**src/rtl/line_buffer_3x3_stride_pad.sv**
```systemverilog
// 3x3 sliding-window line buffer with per-frame stride (1 or 2) and optional
// one-pixel zero border that is inserted internally while the source is stalled.
module line_buffer_3x3_stride_pad #(
  parameter int data_width = 16,
  parameter int input_y    = 5,
  parameter int input_x    = 5,
  parameter int pad        = 0
) (
  input  logic                  clk,
  input  logic                  rst,
  input  logic                  sof,
  input  logic                  stride_2,
  input  logic                  input_valid,
  output logic                  input_ready,
  input  logic [data_width-1:0] data_in,
  output logic                  output_valid,
  output logic                  frame_done,
  output logic [data_width-1:0] data_out_0,
  output logic [data_width-1:0] data_out_1,
  output logic [data_width-1:0] data_out_2,
  output logic [data_width-1:0] data_out_3,
  output logic [data_width-1:0] data_out_4,
  output logic [data_width-1:0] data_out_5,
  output logic [data_width-1:0] data_out_6,
  output logic [data_width-1:0] data_out_7,
  output logic [data_width-1:0] data_out_8
);

  localparam int WP    = input_y + 2 * pad;
  localparam int HP    = input_x + 2 * pad;
  localparam int CHAIN = 2 * WP + 3;
  localparam int CW    = $clog2((HP > WP) ? HP : WP) + 1;

  localparam logic [CW-1:0] COL_LAST  = CW'(WP - 1);
  localparam logic [CW-1:0] ROW_LAST  = CW'(HP - 1);
  // Last emitting row/column when only even offsets from 2 produce windows.
  localparam logic [CW-1:0] COL_LAST2 = CW'(2 + 2 * ((WP - 3) / 2));
  localparam logic [CW-1:0] ROW_LAST2 = CW'(2 + 2 * ((HP - 3) / 2));
  localparam logic [CW-1:0] TWO       = CW'(2);
  localparam logic [CW-1:0] ZERO      = CW'(0);

  typedef enum logic [1:0] {
    ST_IDLE = 2'd0,
    ST_RUN  = 2'd1,
    ST_DONE = 2'd2
  } state_t;

  state_t                state_r;
  state_t                state_nxt_s;
  logic [CW-1:0]         row_r;
  logic [CW-1:0]         col_r;
  logic                  stride2_r;
  logic [data_width-1:0] chain_r [CHAIN];

  logic                  pad_pos_s;
  logic                  run_s;
  logic                  push_s;
  logic                  last_pos_s;
  logic                  emit_s;
  logic                  last_win_s;
  logic [data_width-1:0] push_data_s;

  // Handshake, push and window-emission decode from state and position counters.
  always_comb begin
    pad_pos_s   = (pad != 0) && ((row_r == ZERO) || (row_r == ROW_LAST) ||
                                 (col_r == ZERO) || (col_r == COL_LAST));
    run_s       = (state_r == ST_RUN) && !sof;
    input_ready = run_s && !pad_pos_s;
    push_s      = run_s && (pad_pos_s || input_valid);
    push_data_s = pad_pos_s ? {data_width{1'b0}} : data_in;
    last_pos_s  = (row_r == ROW_LAST) && (col_r == COL_LAST);
    // Stride 2 keeps only windows whose offsets from (2,2) are even.
    emit_s      = push_s && (row_r >= TWO) && (col_r >= TWO) &&
                  (!stride2_r || (!row_r[0] && !col_r[0]));
    last_win_s  = emit_s && (stride2_r ? ((row_r == ROW_LAST2) && (col_r == COL_LAST2))
                                       : last_pos_s);
  end

  // Frame sequencing: sof always (re)starts a frame, the final push ends it.
  always_comb begin
    state_nxt_s = state_r;
    if (sof) begin
      state_nxt_s = ST_RUN;
    end else begin
      case (state_r)
        ST_IDLE: state_nxt_s = ST_IDLE;
        ST_RUN:  state_nxt_s = (push_s && last_pos_s) ? ST_DONE : ST_RUN;
        ST_DONE: state_nxt_s = ST_DONE;
        default: state_nxt_s = ST_IDLE;
      endcase
    end
  end

  // State, position counters, stride latch and window strobes.
  always_ff @(posedge clk) begin
    if (rst) begin
      state_r      <= ST_IDLE;
      row_r        <= ZERO;
      col_r        <= ZERO;
      stride2_r    <= 1'b0;
      output_valid <= 1'b0;
      frame_done   <= 1'b0;
    end else begin
      state_r      <= state_nxt_s;
      output_valid <= emit_s;
      frame_done   <= last_win_s;
      if (sof) begin
        row_r     <= ZERO;
        col_r     <= ZERO;
        stride2_r <= stride_2;
      end else if (push_s) begin
        if (col_r == COL_LAST) begin
          col_r <= ZERO;
          row_r <= (row_r == ROW_LAST) ? ZERO : row_r + CW'(1);
        end else begin
          col_r <= col_r + CW'(1);
        end
      end
    end
  end

  // Pixel shift chain; index 0 holds the newest pushed element.
  always_ff @(posedge clk) begin
    if (rst) begin
      for (int i = 0; i < CHAIN; i++) chain_r[i] <= {data_width{1'b0}};
    end else if (push_s) begin
      chain_r[0] <= push_data_s;
      for (int i = 1; i < CHAIN; i++) chain_r[i] <= chain_r[i-1];
    end
  end

  assign data_out_8 = chain_r[0];
  assign data_out_7 = chain_r[1];
  assign data_out_6 = chain_r[2];
  assign data_out_5 = chain_r[WP];
  assign data_out_4 = chain_r[WP+1];
  assign data_out_3 = chain_r[WP+2];
  assign data_out_2 = chain_r[2*WP];
  assign data_out_1 = chain_r[2*WP+1];
  assign data_out_0 = chain_r[2*WP+2];

endmodule

```
**config.mk**
```make
export PLATFORM = sky130hd
export DESIGN_NAME = line_buffer_3x3_stride_pad
export DESIGN_NICKNAME = d
export VERILOG_FILES = /design/src/rtl/line_buffer_3x3_stride_pad.sv
export SDC_FILE = /design/constraint.sdc
export NUM_CORES = 1
export LEC_CHECK = 0
export ABC_AREA = 1
export BUFFER_PORTS_ARGS = -buffer_cell sky130_fd_sc_hd__buf_2
export CAP_MARGIN = 0
export CORE_UTILIZATION = 60
export DETAILED_ROUTE_END_ITERATION = 16
export PLACE_DENSITY = 0.85
export SETUP_SLACK_MARGIN = 0.15
export SKIP_LAST_GASP = 1
export SLEW_MARGIN = 20
export SYNTH_ARGS = -nofsm -noshare
export SYNTH_HDL_FRONTEND = slang
export SYNTH_SLANG_ARGS = --single-unit
```
**constraint.sdc**
```tcl
create_clock -name clk -period 13.7 [get_ports clk]
set_input_delay 0.685 -clock clk [delete_from_list [all_inputs] [get_ports clk]]
set_output_delay 0.685 -clock clk [all_outputs]
set_load 0.02 [all_outputs]
```
# Yosys cells after proc, flatten, opt, wreduce, memory -nomap -nowiden
# Memories as Yosys holds them, arrays and structs flattened.
# Cells that the tools add are included.
# op_classes
n_addsub,2
n_lt_le_gt_ge,2
n_eq_ne,4
n_mux,23
bitwise_logic,13
n_reduce_logical,16
# op_table
operator,count
two-way mux 16 bit,13
OR 1 bit,13
logical AND 1 bit,9
adder 4 x 1 -> 4 bit (second input constant),2
== test 4 x 3 -> 1 bit (second input constant),2
greater-or-equal comparator 4 x 2 -> 1 bit (second input constant),2
two-way mux 4 bit,2
two-way mux 1 bit,6
logical NOT 1 bit,4
case mux 2 bit (2 select lines),1
== test 2 x 1 -> 1 bit (second input constant),1
== test 2 bit (second input constant),1
two-way mux 2 bit,1
AND reduction 2 bit,1
OR reduction 2 bit,1
logical OR 1 bit,1
# totals
reg_bits,13
ram_bits,208
input_bits,21
wordCells,68
n_memories,1
# memory_table
memory,words,word_bits,read_ports,rd_ports_with_merged_regs,write_ports,line_no,source
chain_r,13,16,13,0,13,53,logic [data_width-1:0] chain_r [CHAIN];

# Longest topological paths before layout
# Gate-level depths: netlist (run 1).
# depth
depth_word,7
ltp_mapped,8
mapped_depth_nobuf,8

# Least setup slack after synthesis (run 1)
# Ideal clock, no wire load.
# synth_timing
path_kind,input-to-reg
startpoint,input rst
endpoint,"memory chain_r[0][0], enable pin"
t_arrival_ns,4.346
required_time_ns,12.044
slack_ns,7.698
stages,3
cell_sequence,buf_2 inv_1 nand2_1
# synth_lines
item,line_no,source
"start, declared",10,"input logic rst,"
"end, declared",53,

==> flow_summary_export.csv, run 1 <==
group,metric,value,unit
outcome,outcome,"finished clean",
power_and_ir_drop,p_sw,0.331,mW
logic_synthesis,synthDistinctLibCells,21,
place,hpwlAfterDp,9320,um
logic_synthesis,syn_area_per_cell,12.8,sq um
logic_synthesis,ys_seq_elements,221,
drt,drt-initial-drc-count,390,
clocking,clk_latency,0.50,ns
timing,fmax,245,MHz
timing,fin_setup_tns,0,ns
timing,tightestPinTransition,1.07,ns
logic_synthesis,synth_top_area_cell,"edfxtp_1",
setup_path,max_stage_delay,0.89,ns
drt,drc,0,
place,gp_congestion,0.771,
logic_synthesis,synth_area,0.00956,sq mm
drt,wl,14400,um
power_and_ir_drop,power,1.44,mW
power_and_ir_drop,sw_frac_of_total,23.0,%
power_and_ir_drop,p_comb_share,7.5,%
clocking,cts_root_buffer,"clkbuf_16",
timing,fin_crit_sh,29.7,%
floorplan,design.portCount,168,
clocking,post_cts_buffers,0,
power_and_ir_drop,sequentialPowerShare,54.8,%
drt,wire_per_inst,12.5,um
logic_synthesis,yosys_warnings,0,
timing,relSlewSlack,28.7,%
timing,final.setup_skew,0.0148,ns
setup_path,slowest_stage,"buf_4",
drt,ant_nets,0,
setup_path,path_cells,"buf_2, inv_1, nand2_4, buf_4, buf_4",
timing,finalSetupViolCount,0,
clocking,cts.sinks,221,
final_layout,drive_above_1_share,32.3,%
place,portBuffers,167,
clocking,numCtsBuffers,23,
clocking,tritoncts,"built",
clocking,hold_buffers,0,
clocking,h-tree-depth,1,
floorplan,rows,45,
floorplan,die_w,128,um
logic_synthesis,syn_inst,750,
floorplan,die_area,0.0164,sq mm
setup_path,worstPathArrival,4.19,ns
final_layout,nets,952,
grt,grt_use_total,17.7,%
timing,hold_violations,0,
floorplan,core,0.0154,sq mm
final_layout,mostFrequentLayoutCells,"inv_1 (224), edfxtp_1 (208), buf_2 (167)",
power_and_ir_drop,power_frac_clock,37.7,%
setup_path,cp_common_cell,"buf_4",
clocking,cts.path.max_buffers,3,
logic_synthesis,synth-seq-area-share,68.0,%
final_layout,layout_commonest_cell,"inv_1",
run,max_cap_violations,0,
hold_path,hold_path_class,"in2reg",
power_and_ir_drop,power.internal,1.11,mW
floorplan,fp.dieH,128,um
clocking,clkTransAtPathRegs,0.06,ns
setup_path,path_max_fanout,80,
final_layout,n_antenna_cell,0,
final_layout,area_growth,16.0,%
drt,num_vias,5209,
setup_path,cp-end-kind,"flop",
timing,rsz0062_at_grt,"no",
grt,grt_pass1_wl,23000,um
timing,slew_violations,0,
grt,grt_max_degree,81,
timing,period_needed,4.07,ns
grt,overflow,0,
logic_synthesis,syn_nets,779,
setup_path,cp.required,13.82,ns
drt,dr.pass1.iters,4,
drt,detail_route.vias_per_cell,4.53,
clocking,postCtsResizedCells,0,
grt,grt_pass1_vias,4931,
grt,grt_antenna_before_repair,0,
floorplan,start_util,62.2,%
setup_path,start_kind,"input pin",
logic_synthesis,synth.area.top_cells,"edfxtp_1 (65%), nor2_4 (12%), inv_1 (8.8%), nor2_1 (4.9%), dfxtp_1 (2.7%)",
power_and_ir_drop,peakVddDrop,0.000101,V
power_and_ir_drop,leakage,4.70,nW
setup_path,crit_type,"in2reg",
logic_synthesis,synth_top_area_share,65.3,%
power_and_ir_drop,power_density,130,mW/mm^2
-- metal layers --
| metal | part of all wire (%) | wire length, um | global-route usage [%] | up-vias |
|---|---|---|---|---|
| met4 | 1.6 | 225 | 4.43 | 0 |
| met2 | 49 | 7030 | 29.8 | 189 |
| met1 | 40 | 5770 | 22.3 | 2388 |
| li1 | - | - | - | 2611 |
| met5 | 0 | 0 | 0 | - |
| met3 | 9.6 | 1380 | 5.51 | 21 |
-- sequential cells by signal, indices dropped and copies added (netlist names) --
| register | cells |
|---|---|
| col_r | 4 |
| stride2_r | 1 |
| state_r | 2 |
| chain_r | 208 |
| row_r | 4 |
| output_valid | 1 |
| frame_done | 1 |
-- synth_stat cells, drive strengths merged --
library cell	number
ha	8
nand3	11
a21oi	4
nand2	22
nor2	227
clkbuf	4
edfxtp	208
dfxtp	13
a21boi	1
nor3	1
inv	225
xor2	2
buf	19
o21ai	5
-- cell families (layout without fill, tap and decap cells) --
group / after synthesis / in the layout / synth area share (%)
and+or+nand+nor: 261 / 261 / 18.6
buffers and inverters: 248 / 436 / 11.6
DFF: 221 / 221 / 68.0
AOI/OAI and AO/OA: 10 / 10 / 0.550
adders and majority gates: 8 / 8 / 1.05
xor gates and xnor gates: 2 / 2 / 0.183
-- area by class of cell --
cell class                      count  area [sq um]
Timing Repair Buffer              171           870
Tap cell                          211           264
Multi-Input combinational cell    281          1960
Clock buffer                       28           594
Fill cell                        1025          4280
Sequential cell                   221          6510
Clock inverter                     12          53.8
Inverter                          225           845
-- metrics by stage --
step / util (%) / std cells / hold slack [ns] / instance area, sq um / setup WS, ns
5_1_grt: 72.2 / 1149 / 0.438 / 11100 / 9.32
4_1_cts: 72.2 / 1149 / 0.426 / 11100 / 9.60
2_1_floorplan: - / 750 / 0.466 / 9560 / 7.70
3_5_place_dp: 67.9 / 1109 / 0.490 / 10400 / 9.11
3_3_place_gp: 67.9 / 1109 / 0.491 / 10400 / 9.16
6_report: 72.2 / 1149 / 0.447 / 11100 / 9.63
-- critical path, delay by kind of cell --
family	cells	cell delay (ns)
buffers and inverters	4	2.57
AND/OR/NAND/NOR	1	0.82
-- power by group through the flow --
stage | registers (mW) | logic [mW] | clock network [mW]
floorplan | 0.838 | 0.0450 | 0
global placement | 0.800 | 0.106 | 0
detailed placement | 0.802 | 0.109 | 0
CTS | 0.788 | 0.109 | 0.555
global route | 0.791 | 0.117 | 0.580
finish | 0.788 | 0.108 | 0.542
-- worst paths after layout --
check        startpoint        endpoint  slack (ns)  depth (start not counted)
max                 rst  chain_r[0][10]        9.63                          5
min            stride_2       stride2_r        0.45                          3
max reg2reg  state_r[1]  chain_r[0][10]        9.95                          6
min reg2reg    row_r[0]        row_r[0]        0.50                          2
Note: power is estimated with default switching activity, not from simulation.
==> run 2, diff against run 1 <==
- CORE_UTILIZATION: 60 -> 56
- PLACE_DENSITY: 0.85 -> 0.8
- clock period: 13.7 -> 4.15 ns (I/O delays scaled with it)
==> run 2 against run 1 <==
Compared with the run above: non-clock buffer count up 6; combinational power grew to 3.4 times the previous value; sequential share of layout area shrank 0.88 points; via count shrank 0.33%; count of clock-buffer cells in the layout fell by 1; worst setup slack got worse by 7.9 ns; final cell count rose by 1.4%; flip-flop and latch count did not move; largest power group unchanged.
==> flow_summary_export.csv, run 2 (same netlist as run 1, synthesis figures left out) <==
group,metric,value,unit
grt,overflow,0,
outcome,outcome,"finished clean",
final_layout,largestRegisters,"chain_r (208), col_r (4), row_r (4)",
clocking,numCtsBuffers,23,
timing,period_needed,2.44,ns
setup_path,cp.required,4.32,ns
power_and_ir_drop,peakVddDrop,0.000345,V
setup_path,crit_type,"reg2reg",
grt,grt_max_degree,111,
grt,grt_antenna_before_repair,0,
setup_path,r2r_end,"chain_r[2][3]",
power_and_ir_drop,sequentialPowerShare,53.7,%
setup_path,crit_family,"simple AND/OR/NAND/NOR gates",
setup_path,max_stage_delay,0.70,ns
timing,relSlewSlack,43.8,%
floorplan,fp.dieH,133,um
final_layout,layout_commonest_cell,"inv_1",
grt,grt_pass1_vias,4990,
drt,routedLengthMet1,5720,um
setup_path,worstPathArrival,2.62,ns
timing,final.setup_skew,0.0122,ns
grt,grt_use_total,16.5,%
clocking,h-tree-depth,1,
final_layout,fin_util,67.7,%
floorplan,design.portCount,168,
timing,worst_slack,1.71,ns
drt,route.met2.wl,6990,um
place,dp_slack,1.68,ns
power_and_ir_drop,leakage,4.78,nW
setup_path,endpoint,"chain_r[2][3]",
power_and_ir_drop,power_density,429,mW/mm^2
hold_path,hold_path_class,"in2reg",
clocking,cts_root_buffer,"clkbuf_16",
floorplan,core,0.0166,sq mm
place,gp_congestion,0.764,
timing,tightestPinTransition,0.842,ns
setup_path,crit_buf_inv,2,
floorplan,rows,47,
drt,num_vias,5192,
floorplan,start_util,57.5,%
place,portBuffers,167,
run,max_cap_violations,0,
clocking,clk_latency,0.50,ns
final_layout,multi_input_area,0.00197,sq mm
setup_path,cp.depth,5,
clocking,postCtsResizedCells,0,
final_layout,seqCellArea,0.00651,sq mm
drt,drc,0,
power_and_ir_drop,p_sw,1.11,mW
setup_path,slowest_stage,"nand2_8",
setup_path,path_max_fanout,110,
final_layout,mostFrequentLayoutCells,"inv_1 (224), edfxtp_1 (208), buf_2 (167)",
drt,ant_nets,0,
final_layout,area_growth,17.8,%
timing,fmax,409,MHz
setup_path,path_cells,"inv_1, ha_1, nand3_1, nand2_8, buf_12",
power_and_ir_drop,p_comb_share,7.5,%
drt,drt-initial-drc-count,293,
drt,wl_met3,1120,um
power_and_ir_drop,power.internal,3.73,mW
final_layout,largest_register_ffs,208,
drt,detail_route.vias_per_cell,4.46,
floorplan,die_area,0.0176,sq mm
timing,slew_violations,0,
final_layout,regMostFlops,"chain_r",
power_and_ir_drop,sw_frac_of_total,22.9,%
place,hpwlAfterDp,9110,um
timing,hold_slack,0.0239,ns
setup_path,r2r_start,"state_r[1]",
final_layout,fillers,1194,
timing,hold_violations,0,
final_layout,drive_above_1_share,32.8,%
setup_path,cp-end-kind,"flop",
drt,dr.pass1.iters,4,
timing,finalSetupViolCount,0,
floorplan,die_w,133,um
grt,grt_pass1_wl,23300,um
drt,top_layer_used,"met4",
drt,wl,14200,um
clocking,clkTransAtPathRegs,0.06,ns
timing,fin_setup_tns,0,ns
setup_path,reg2reg_slack,1.71,ns
drt,wire_per_inst,12.2,um
setup_path,reg2regPathDepth,5,
setup_path,crit_path_start,"state_r[1]",
timing,fin_crit_sh,58.9,%
final_layout,n_antenna_cell,0,
final_layout,nets,958,
clocking,tritoncts,"built",
clocking,cts.path.max_buffers,3,
power_and_ir_drop,power_frac_clock,38.8,%
timing,rsz0062_at_grt,"no",
clocking,cts.sinks,221,
setup_path,start_kind,"flop",
==> run 2: layout make-up <==
type | instances | area share (%)
flip-flops and latches | 221 | 57.8
multi-input cells | 281 | 17.5
repair buffers | 177 | 8.71
inverters | 225 | 7.50
clock buffers | 27 | 5.24
well taps | 220 | 2.44
clock inverters | 14 | 0.844
==> run 2: worst min-delay path by stage <==
| stage | to | cells after the start | from |
|---|---|---|---|
| final | chain_r[0][4] | 3 | data_in[4] |
| after floorplan | stride2_r | 2 | stride_2 |
| after CTS | chain_r[0][1] | 3 | data_in[1] |
| after detailed placement | stride2_r | 3 | stride_2 |
| after global routing | chain_r[0][11] | 3 | data_in[11] |
| after global placement | stride2_r | 3 | stride_2 |
==> run 2: worst reg2reg max path, cell delays in order, from the launching register on <==
cell and delay, ns:
dfxtp_1 0.32, inv_1 0.05, ha_1 0.22, nand3_1 0.35
nand2_8 0.70, buf_12 0.46
==> run 2: stage by stage <==
| stage | area (sq um) | cells | power (mW) |
|---|---|---|---|
| after global routing | 11300 | 1165 | 5.00 |
| after global placement | 10500 | 1121 | 3.00 |
| final | 11300 | 1165 | 4.84 |
| after detailed placement | 10500 | 1121 | 3.01 |
| after floorplan | 9570 | 750 | 2.90 |
| after CTS | 11300 | 1165 | 4.89 |
==> run 2: power by group through the flow <==
stage / Combinational (mW) / Sequential (mW) / Clock (mW)
2_1_floorplan: 0.149 / 2.75 / 0
3_3_place_gp: 0.356 / 2.64 / 0
3_5_place_dp: 0.365 / 2.65 / 0
4_1_cts: 0.369 / 2.60 / 1.92
5_1_grt: 0.394 / 2.61 / 2.00
6_report: 0.363 / 2.60 / 1.87
==> run 2: per-layer routing <==
layer / global-route usage [%] / up-vias
met4: 4.53 / 0
met2: 27.8 / 169
met3: 5.06 / 27
li1: - / 2618
met1: 20.7 / 2378
met5: 0 / -
==> run 2: what timing repair did <==
action | CTS | global route
setup buffers | 0 | 0
endpoints found under the hold margin | 2 | 0
hold buffers | 3 | 0
